File: src/rtl/oled_pkg.sv
// Shared definitions for the 96x64 PmodOLEDrgb pixel path: geometry, RGB565
// colour constants and the streamer state encoding.
package oled_pkg;

    localparam int OLED_WIDTH  = 96;
    localparam int OLED_HEIGHT = 64;
    localparam int OLED_PIXELS = OLED_WIDTH * OLED_HEIGHT;
    localparam int PIX_IDX_W   = 13;
    localparam int COLOR_W     = 16;

    localparam logic [COLOR_W-1:0] RED   = 16'hF800;
    localparam logic [COLOR_W-1:0] BLACK = 16'h0000;

    typedef enum logic [1:0] {
        IDLE,
        FETCH,
        SHIFT
    } state_t;

endpackage

File: src/rtl/spi_word_shifter.sv
// Mode-0 SPI word transmitter: loads one RGB565 word and shifts it MSB-first
// over 32 cycles (two clk25 cycles per bit), with chip select low for the word.
module spi_word_shifter
    import oled_pkg::*;
(
    input  logic               clk25,
    input  logic               rst_n,
    input  logic               load,
    input  logic [COLOR_W-1:0] data,
    output logic               sclk,
    output logic               mosi,
    output logic               cs_n,
    output logic               done
);

    // Only the bits still to be sent are kept; bit 15 goes straight to mosi on load.
    logic [COLOR_W-2:0] sreg_q, sreg_d;
    logic [4:0]         cnt_q,  cnt_d;
    logic               sclk_q, sclk_d;
    logic               mosi_q, mosi_d;
    logic               cs_n_q, cs_n_d;

    assign done = !cs_n_q && (cnt_q == 5'd31);

    // NOTE: every signal written here gets a default first, so no latches are inferred.
    always_comb begin
        sreg_d = sreg_q;
        cnt_d  = cnt_q;
        sclk_d = sclk_q;
        mosi_d = mosi_q;
        cs_n_d = cs_n_q;
        if (load) begin
            sreg_d = data[COLOR_W-2:0];
            cnt_d  = 5'd0;
            sclk_d = 1'b0;
            mosi_d = data[COLOR_W-1];
            cs_n_d = 1'b0;
        end else if (!cs_n_q) begin
            cnt_d = cnt_q + 5'd1;
            if (done) begin
                cs_n_d = 1'b1;
                sclk_d = 1'b0;
            end else if (cnt_q[0]) begin
                sclk_d = 1'b0;
                sreg_d = {sreg_q[COLOR_W-3:0], 1'b0};
                mosi_d = sreg_q[COLOR_W-2];
            end else begin
                sclk_d = 1'b1;
            end
        end
    end

    // NOTE: reset is synchronous and clears the shift register too, so a word cut
    // short by reset leaves nothing behind; state updates use non-blocking assignments.
    always_ff @(posedge clk25) begin
        if (!rst_n) begin
            sreg_q <= '0;
            cnt_q  <= '0;
            sclk_q <= 1'b0;
            mosi_q <= 1'b0;
            cs_n_q <= 1'b1;
        end else begin
            sreg_q <= sreg_d;
            cnt_q  <= cnt_d;
            sclk_q <= sclk_d;
            mosi_q <= mosi_d;
            cs_n_q <= cs_n_d;
        end
    end

    assign sclk = sclk_q;
    assign mosi = mosi_q;
    assign cs_n = cs_n_q;

endmodule

File: src/rtl/oled_pixel_streamer.sv
// Scans the OLED frame pixel by pixel, fetches each colour from the registered
// generators and streams it to the display through spi_word_shifter.
module oled_pixel_streamer
    import oled_pkg::*;
#(
    parameter int WIDTH     = OLED_WIDTH,
    parameter int HEIGHT    = OLED_HEIGHT,
    parameter int FETCH_CYC = 2
) (
    input  logic                 clk25,
    input  logic                 rst_n,
    input  logic                 enable,
    output logic [PIX_IDX_W-1:0] pixel_index,
    input  logic [COLOR_W-1:0]   color,
    output logic                 oled_sclk,
    output logic                 oled_mosi,
    output logic                 oled_cs_n,
    output logic                 oled_dc,
    output logic                 frame_begin,
    output logic                 frame_done,
    output logic                 busy
);

    localparam int                   PIXELS     = WIDTH * HEIGHT;
    localparam int                   FCNT_W     = (FETCH_CYC > 1) ? $clog2(FETCH_CYC) : 1;
    localparam logic [FCNT_W-1:0]    FETCH_LAST = FCNT_W'(FETCH_CYC - 1);
    localparam logic [PIX_IDX_W-1:0] PIX_LAST   = PIX_IDX_W'(PIXELS - 1);

    state_t               state_q,       state_d;
    logic [FCNT_W-1:0]    fetch_cnt_q,   fetch_cnt_d;
    logic [PIX_IDX_W-1:0] pix_q,         pix_d;
    logic                 dc_q,          dc_d;
    logic                 frame_begin_q, frame_begin_d;
    logic                 frame_done_q,  frame_done_d;
    logic                 busy_q,        busy_d;

    logic [PIX_IDX_W-1:0] pix_next;
    logic                 load;
    logic                 shift_done;

    always_comb begin
        state_d       = state_q;
        fetch_cnt_d   = fetch_cnt_q;
        pix_d         = pix_q;
        dc_d          = dc_q;
        frame_begin_d = 1'b0;
        frame_done_d  = 1'b0;
        load          = 1'b0;
        pix_next      = (pix_q == PIX_LAST) ? '0 : pix_q + 1'b1;

        case (state_q)
            IDLE: begin
                pix_d = '0;
                if (enable) begin
                    state_d       = FETCH;
                    fetch_cnt_d   = '0;
                    dc_d          = 1'b1;
                    frame_begin_d = 1'b1;
                end
            end
            FETCH: begin
                // The last fetch edge is where the generator's colour is valid.
                if (fetch_cnt_q == FETCH_LAST) begin
                    load        = 1'b1;
                    state_d     = SHIFT;
                    fetch_cnt_d = '0;
                end else begin
                    fetch_cnt_d = fetch_cnt_q + 1'b1;
                end
            end
            SHIFT: begin
                // enable only matters at a word boundary; a word is never cut short.
                if (shift_done) begin
                    frame_done_d = (pix_q == PIX_LAST);
                    if (enable) begin
                        state_d       = FETCH;
                        pix_d         = pix_next;
                        frame_begin_d = (pix_next == '0);
                    end else begin
                        state_d = IDLE;
                        pix_d   = '0;
                    end
                end
            end
            default: state_d = IDLE;
        endcase

        busy_d = (state_d != IDLE);
    end

    always_ff @(posedge clk25) begin
        if (!rst_n) begin
            state_q       <= IDLE;
            fetch_cnt_q   <= '0;
            pix_q         <= '0;
            dc_q          <= 1'b0;
            frame_begin_q <= 1'b0;
            frame_done_q  <= 1'b0;
            busy_q        <= 1'b0;
        end else begin
            state_q       <= state_d;
            fetch_cnt_q   <= fetch_cnt_d;
            pix_q         <= pix_d;
            dc_q          <= dc_d;
            frame_begin_q <= frame_begin_d;
            frame_done_q  <= frame_done_d;
            busy_q        <= busy_d;
        end
    end

    spi_word_shifter u_shifter (
        .clk25 (clk25),
        .rst_n (rst_n),
        .load  (load),
        .data  (color),
        .sclk  (oled_sclk),
        .mosi  (oled_mosi),
        .cs_n  (oled_cs_n),
        .done  (shift_done)
    );

    assign pixel_index = pix_q;
    assign oled_dc     = dc_q;
    assign frame_begin = frame_begin_q;
    assign frame_done  = frame_done_q;
    assign busy        = busy_q;

endmodule

File: config.mk
export PLATFORM = sky130hd
export DESIGN_NAME = oled_pixel_streamer
export DESIGN_NICKNAME = d
export VERILOG_FILES = /design/src/rtl/oled_pkg.sv /design/src/rtl/spi_word_shifter.sv /design/src/rtl/oled_pixel_streamer.sv
export SDC_FILE = /design/constraint.sdc
export NUM_CORES = 1
export LEC_CHECK = 0
export CELL_PAD_IN_SITES_DETAIL_PLACEMENT = 0
export CELL_PAD_IN_SITES_GLOBAL_PLACEMENT = 2
export CORE_ASPECT_RATIO = 0.9
export CORE_UTILIZATION = 32
export DETAILED_ROUTE_END_ITERATION = 12
export PLACE_DENSITY = 0.81
export SYNTH_ARGS = -nofsm -noshare
export SYNTH_HDL_FRONTEND = slang
export SYNTH_SLANG_ARGS = --single-unit
File: constraint.sdc
create_clock -name clk25 -period 2.8 [get_ports clk25]
set_clock_uncertainty 0.1 [all_clocks]
set_input_delay 0.56 -clock clk25 [delete_from_list [all_inputs] [get_ports clk25]]
set_output_delay 0.56 -clock clk25 [all_outputs]
set_load 0.01 [all_outputs]
==> results of run 1 <==
[cells by family (layout without fill, tap and decap cells)]
kind of cell / after synthesis / after routing / share of synthesized area [%]
compound gates: 61 / 61 / 20.2
buf+inv: 20 / 55 / 5.69
mux: 18 / 18 / 7.96
xor+xnor: 6 / 6 / 2.32
flops: 43 / 43 / 38.0
fa+ha+maj: 3 / 3 / 1.66
simple gates: 99 / 99 / 24.1
[sequential cells by signal (all words and copies together) (netlist names), 2 cells and up]
| register | flops |
|---|---|
| pixel_index | 13 |
| state_q | 2 |
| u_shifter.cnt_q | 5 |
| u_shifter.sreg_q | 15 |
[per-stage QoR]
step	worst slack (ns)	power, mW	cell area [sq um]
5_1_grt	0.269	1.27	2780
3_3_place_gp	0.544	0.789	2680
3_5_place_dp	0.473	0.789	2680
4_1_cts	0.533	1.22	2780
2_1_floorplan	0.682	0.733	2260
6_report	0.521	1.20	2780
[per-layer routing]
| layer | vias up | global-route usage, % |
|---|---|---|
| li1 | 969 | - |
| met1 | 853 | 18.2 |
| met2 | 48 | 22.0 |
| met3 | 10 | 4.44 |
| met4 | 0 | 5.97 |
| met5 | - | 0 |
[worst paths after layout]
kind                                 end  slack, ns                             from  cells past startpoint
min reg2reg         oled_dc$_SDFFE_PN0P_       0.36             oled_dc$_SDFFE_PN0P_                      1
max          pixel_index[8]$_SDFFE_PN0P_       0.52  u_shifter.cnt_q[0]$_SDFFE_PP0N_                      8
max reg2reg  pixel_index[8]$_SDFFE_PN0P_       0.52  u_shifter.cnt_q[0]$_SDFFE_PP0N_                      8
min                 oled_dc$_SDFFE_PN0P_       0.36             oled_dc$_SDFFE_PN0P_                      1
[where the power goes]
group | total (mW) | switching (mW) | leakage, nW | internal (mW)
Combinational | 0.125 | 0.0562 | 0.791 | 0.0684
Clock | 0.425 | 0.223 | 0.0474 | 0.201
Sequential | 0.648 | 0.0152 | 0.349 | 0.633
[critical path, stage by stage (launching register included)]
cell	delay [ns]
dfxtp_1	0.41
ha_1	0.18
and3_1	0.16
ha_1	0.23
nand2b_4	0.10
a21oi_1	0.52
o21ai_0	0.20
a21oi_1	0.20
nor2b_1	0.06
[cell usage in the layout, fill, tap and decap left out, drive strengths merged, types with 2 or more instances in the layout]
cell type / n
nand3: 6
and3: 5
dfxtp: 43
a211oi: 2
o21ai: 10
or3: 3
buf: 5
a21oi: 10
a22oi: 3
or2: 2
nand4: 3
inv: 4
nor2: 15
and4: 2
nand2: 28
a21boi: 3
clkbuf: 6
o211ai: 3
nor2b: 11
nor3: 5
mux2i: 18
clkdlybuf4s50: 38
and2: 8
xnor2: 4
and3b: 2
a31oi: 3
nor3b: 2
nand2b: 4
ha: 3
o211a: 17
xor2: 2
[final cells by class]
type	instances	area, sq um	area share (%)
Multi-Input combinational cell	187	1270	45.8
Sequential cell	43	861	31.0
Tap cell	90	113	4.05
Clock inverter	2	16.3	0.585
Clock buffer	6	82.6	2.97
Timing Repair Buffer	43	418	15.0
Inverter	4	15.0	0.540
==> impl_metrics.json, run 1 <==
{
  "status": "complete, no violations",
  "initial_utilization_pct": 33.8,
  "synth_most_common_cell": "dfxtp_1",
  "setup.worst_path.end_class": "register",
  "grt_max_degree": 33,
  "worst_pin_slew_ns": 0.619,
  "powerDensity_mw_per_mm2": 431,
  "yosysTopAreaCellShare_pct": 38.0,
  "num_io_pins": 39,
  "yosysSeqAreaShare_pct": 38.0,
  "ir_worst_vdd_uv": 228,
  "cts_setup_buffers": 0,
  "firstDrtPassIters": 4,
  "maxUsedRoutingLayer": "met4",
  "postRouteAntennaNets": 0,
  "via_per_inst": 5.01,
  "maxCapViolations": 0,
  "cts_tree": "done",
  "postSynthNetCount": 272,
  "synthDistinctLibCells": 51,
  "yosys_warnings": 0,
  "yosysTopAreaCell": "dfxtp_1",
  "period_share_pct": 81.4,
  "grtUsageTotal_pct": 14.1,
  "io_buffers": 38,
  "wl_met1_mm": 2.31,
  "startpoint_type": "register",
  "placed_cells": 367,
  "leakage_nw": 1.19,
  "vias": 1880,
  "finalMaxSlewViolations": 0,
  "antenna_found_initial": 0,
  "synth-seq-cells": 43,
  "dieWidth_um": 90.7,
  "critPathRequiredTime_ns": 2.89,
  "fin_tns_setup_ns": 0,
  "area_delta_synth_final_pct": 22.8,
  "path_class": "register to register",
  "drive_gt1_share_pct": 7.72,
  "cts.repair.resized": 0,
  "dieHeight_um": 81.8,
  "rsz0062_at_grt": "false",
  "n_antenna_cell": 0,
  "yosys-top-cells-count": "dfxtp_1, nand2_1, mux2i_1",
  "grt_overflow_total": 0,
  "async_flop_share_pct": 0,
  "yosys_most_used_dff": "dfxtp_1",
  "cts.clk_slew.worst_paths_ns": 0.08,
  "critPathMaxFanout": 6,
  "drc": 0,
  "final_cells": 375,
  "die-area_sq_mm": 0.00741,
  "finalWirelength_mm": 4.97,
  "core_area_sq_mm": 0.00669,
  "cp.arrival_ns": 2.37,
  "hold_path.class": "register to register",
  "nNetsFinal": 306,
  "syn_avg_cell_area_sq_um": 9.05,
  "cts_hold_buf": 0,
  "min_period_ns": 2.28,
  "post_drt_wl_per_cell_um": 13.3,
  "clkLatencyLatePin_ns": 0.30,
  "wl_met3_um": 283,
  "n_fill_cell": 679,
  "dp_hpwl_mm": 3.49,
  "root_buffer": "clkbuf_8",
  "finalHoldViolCount": 0,
  "drtIter0Drc": 81,
  "synth_cells": 250,
  "relSlewSlack_pct": 58.8,
  "wl_met2_mm": 2.25,
  "grt_pass1_vias": 1672,
  "cts_sinks": 43,
  "synth_edf_count": 0,
  "setup_viol": 0,
  "grt_pass1_wl_mm": 8.11,
  "rows": 28,
  "routabilityCongestion": 0.817,
  "fmax_mhz": 439,
  "whs_ns": 0.361,
  "synthTopCellsByArea": "dfxtp_1, mux2i_1, o211a_1, nand2_1, nor2b_1",
  "final_util_pct": 41.5,
  "syn-cell-area_sq_mm": 0.00226,
  "cts_buffers": 5,
  "cts_max_level": 2,
  "clk_path_buf_depth": 2
}
Note: power is estimated with default switching activity, not from simulation.
==> inputs of run 2 (changes only) <==
==> constraint.sdc (replaced) <==
create_clock -name clk25 -period 2.2 [get_ports clk25]
set_clock_uncertainty 0.1 [all_clocks]
set_input_delay 0.44 -clock clk25 [delete_from_list [all_inputs] [get_ports clk25]]
set_output_delay 0.44 -clock clk25 [all_outputs]
set_load 0.01 [all_outputs]
==> impl_metrics.json, run 2 (synthesized netlist as in run 1, its figures left out) <==
{
  "routabilityCongestion": 0.816,
  "cp.arrival_ns": 1.52,
  "min_period_ns": 2.06,
  "crit_start": "pixel_index[4]$_SDFFE_PN0P_",
  "nNetsFinal": 311,
  "min_from": "oled_dc$_SDFFE_PN0P_",
  "dieHeight_um": 81.8,
  "cts.clk_slew.worst_paths_ns": 0.08,
  "cts_sinks": 43,
  "r2r_cells": 9,
  "core_area_sq_mm": 0.00669,
  "power.total_mw": 1.48,
  "rsz0062_at_grt": "false",
  "powerDensity_mw_per_mm2": 526,
  "critPathMaxFanout": 11,
  "drc": 0,
  "fin_area_sq_mm": 0.00282,
  "finalWirelength_mm": 4.97,
  "via_per_inst": 4.99,
  "relSlewSlack_pct": 71.3,
  "drtIter0Drc": 82,
  "leakage_nw": 1.21,
  "cp_num_cells": 1,
  "cp_cell_sequence": "clkdlybuf4s50_1",
  "area_delta_synth_final_pct": 24.6,
  "grt_pass1_vias": 1717,
  "root_buffer": "clkbuf_8",
  "largest_reg_flops": 15,
  "final_util_pct": 42.1,
  "grt_max_degree": 37,
  "mostFrequentLayoutCells": "dfxtp_1, clkdlybuf4s50_1, nand2_1, mux2i_1, o211a_1",
  "fmax_mhz": 484,
  "cts_max_level": 2,
  "placedInstanceArea_sq_mm": 0.00273,
  "startpoint_type": "register",
  "r2r_slack_ns": 0.14,
  "finalMaxSlewViolations": 0,
  "dieWidth_um": 90.7,
  "clk_path_buf_depth": 2,
  "vias": 1896,
  "cts_buffers": 5,
  "setup_viol": 0,
  "maxCapViolations": 0,
  "whs_ns": 0.358,
  "intPower_mw": 1.12,
  "initial_utilization_pct": 33.8,
  "multi_input_area_sq_mm": 0.00128,
  "max_stage_delay_ns": 0.62,
  "layout_commonest_cell": "dfxtp_1",
  "path_class": "register to output port",
  "drive_gt1_share_pct": 9.31,
  "rows": 28,
  "pwr-share-comb_pct": 11.0,
  "grtUsageTotal_pct": 14.2,
  "final_cells": 380,
  "clkLatencyLatePin_ns": 0.30,
  "grt_pass1_wl_mm": 8.33,
  "postRouteAntennaNets": 0,
  "cp_top_family": "buffers and inverters",
  "place_ws_ns": 0.0370,
  "hold_path.class": "register to register",
  "critical_path_buf_inv_count": 1,
  "setup_slack_ns": 0.136,
  "period_share_pct": 93.8,
  "status": "complete, no violations",
  "grt_overflow_total": 0,
  "die-area_sq_mm": 0.00741,
  "slowest_stage": "clkdlybuf4s50_1",
  "netSwitchingFraction_pct": 24.7,
  "ir_worst_vdd_uv": 251,
  "num_io_pins": 39,
  "r2r_end": "frame_begin$_SDFF_PN0_",
  "fin_tns_setup_ns": 0,
  "n_fill_cell": 686,
  "cts_tree": "done",
  "cp-endpoint": "pixel_index[4]",
  "setup.worst_path.end_class": "output port",
  "worst_pin_slew_ns": 0.420,
  "placed_cells": 372,
  "r2r_start": "u_shifter.cnt_q[1]$_SDFFE_PP0N_",
  "largest_register": "u_shifter.sreg_q",
  "io_buffers": 38,
  "power_frac_seq_pct": 55.6,
  "dp_hpwl_mm": 3.47,
  "n_antenna_cell": 0,
  "finalHoldViolCount": 0,
  "antenna_found_initial": 0,
  "critPathRequiredTime_ns": 1.66,
  "power.switching_mw": 0.366,
  "clockPowerShare_pct": 33.5,
  "post_drt_wl_per_cell_um": 13.1,
  "regArea_sq_um": 861,
  "firstDrtPassIters": 4
}
-- run 2: cell count changes in the layout (fill, tap and decap cells not counted) --
cell	previous run	this run
or3_1	3	2
clkbuf_1	0	1
clkbuf_8	6	5
clkinv_4	1	0
clkinv_2	0	1
buf_12	0	1
or3_4	0	1
buf_4	5	9
-- run 2: what timing repair did --
action / CTS / global route
hold buffers: 0 / 0
gates resized for setup: 0 / 1
setup buffers: 0 / 0
setup endpoints to repair: 0 / 3
-- run 2: worst min-delay path by stage --
stage	to	slack, ns	depth (start not counted)
2_1_floorplan	u_shifter.cnt_q[4]$_SDFFE_PP0N_	0.37	2
3_3_place_gp	oled_dc$_SDFFE_PN0P_	0.34	1
3_5_place_dp	oled_dc$_SDFFE_PN0P_	0.34	1
4_1_cts	oled_dc$_SDFFE_PN0P_	0.36	1
5_1_grt	oled_dc$_SDFFE_PN0P_	0.38	1
6_report	oled_dc$_SDFFE_PN0P_	0.36	1
-- run 2: power by group through the flow --
stage               clock (mW)  sequential (mW)  combinational [mW]
floorplan                    0            0.843              0.0905
global placement             0            0.843               0.165
detailed placement           0            0.843               0.165
CTS                      0.520            0.825               0.165
global route             0.554            0.830               0.183
finish                   0.497            0.825               0.163
-- run 2: cell type report --
type                            instances  share of cell area (%)
Clock inverter                          2                   0.444
Multi-Input combinational cell        187                    45.3
Timing Repair Buffer                   48                    16.6
Tap cell                               90                    3.99
Inverter                                4                   0.532
Clock buffer                            6                    2.57
Sequential cell                        43                    30.5
-- run 2: layer usage --
metal / wire (um) / up-vias / global-route usage (%)
met5: 0 / - / 0
met4: 105 / 0 / 6.61
met3: 213 / 9 / 2.96
met2: 2270 / 41 / 23.2
met1: 2380 / 866 / 18.2
li1: - / 980 / -
==> inputs of run 3 (changes only) <==
--- a/config.mk
+++ b/config.mk
@@ -5,6 +5,7 @@
 export SDC_FILE = /design/constraint.sdc
 export NUM_CORES = 1
 export LEC_CHECK = 0
+export CAP_MARGIN = 0
 export CELL_PAD_IN_SITES_DETAIL_PLACEMENT = 0
 export CELL_PAD_IN_SITES_GLOBAL_PLACEMENT = 2
 export CORE_ASPECT_RATIO = 0.9
==> results of run 3 <==
Same layout as run 2: the final DEF is identical, and so are final timing and power.
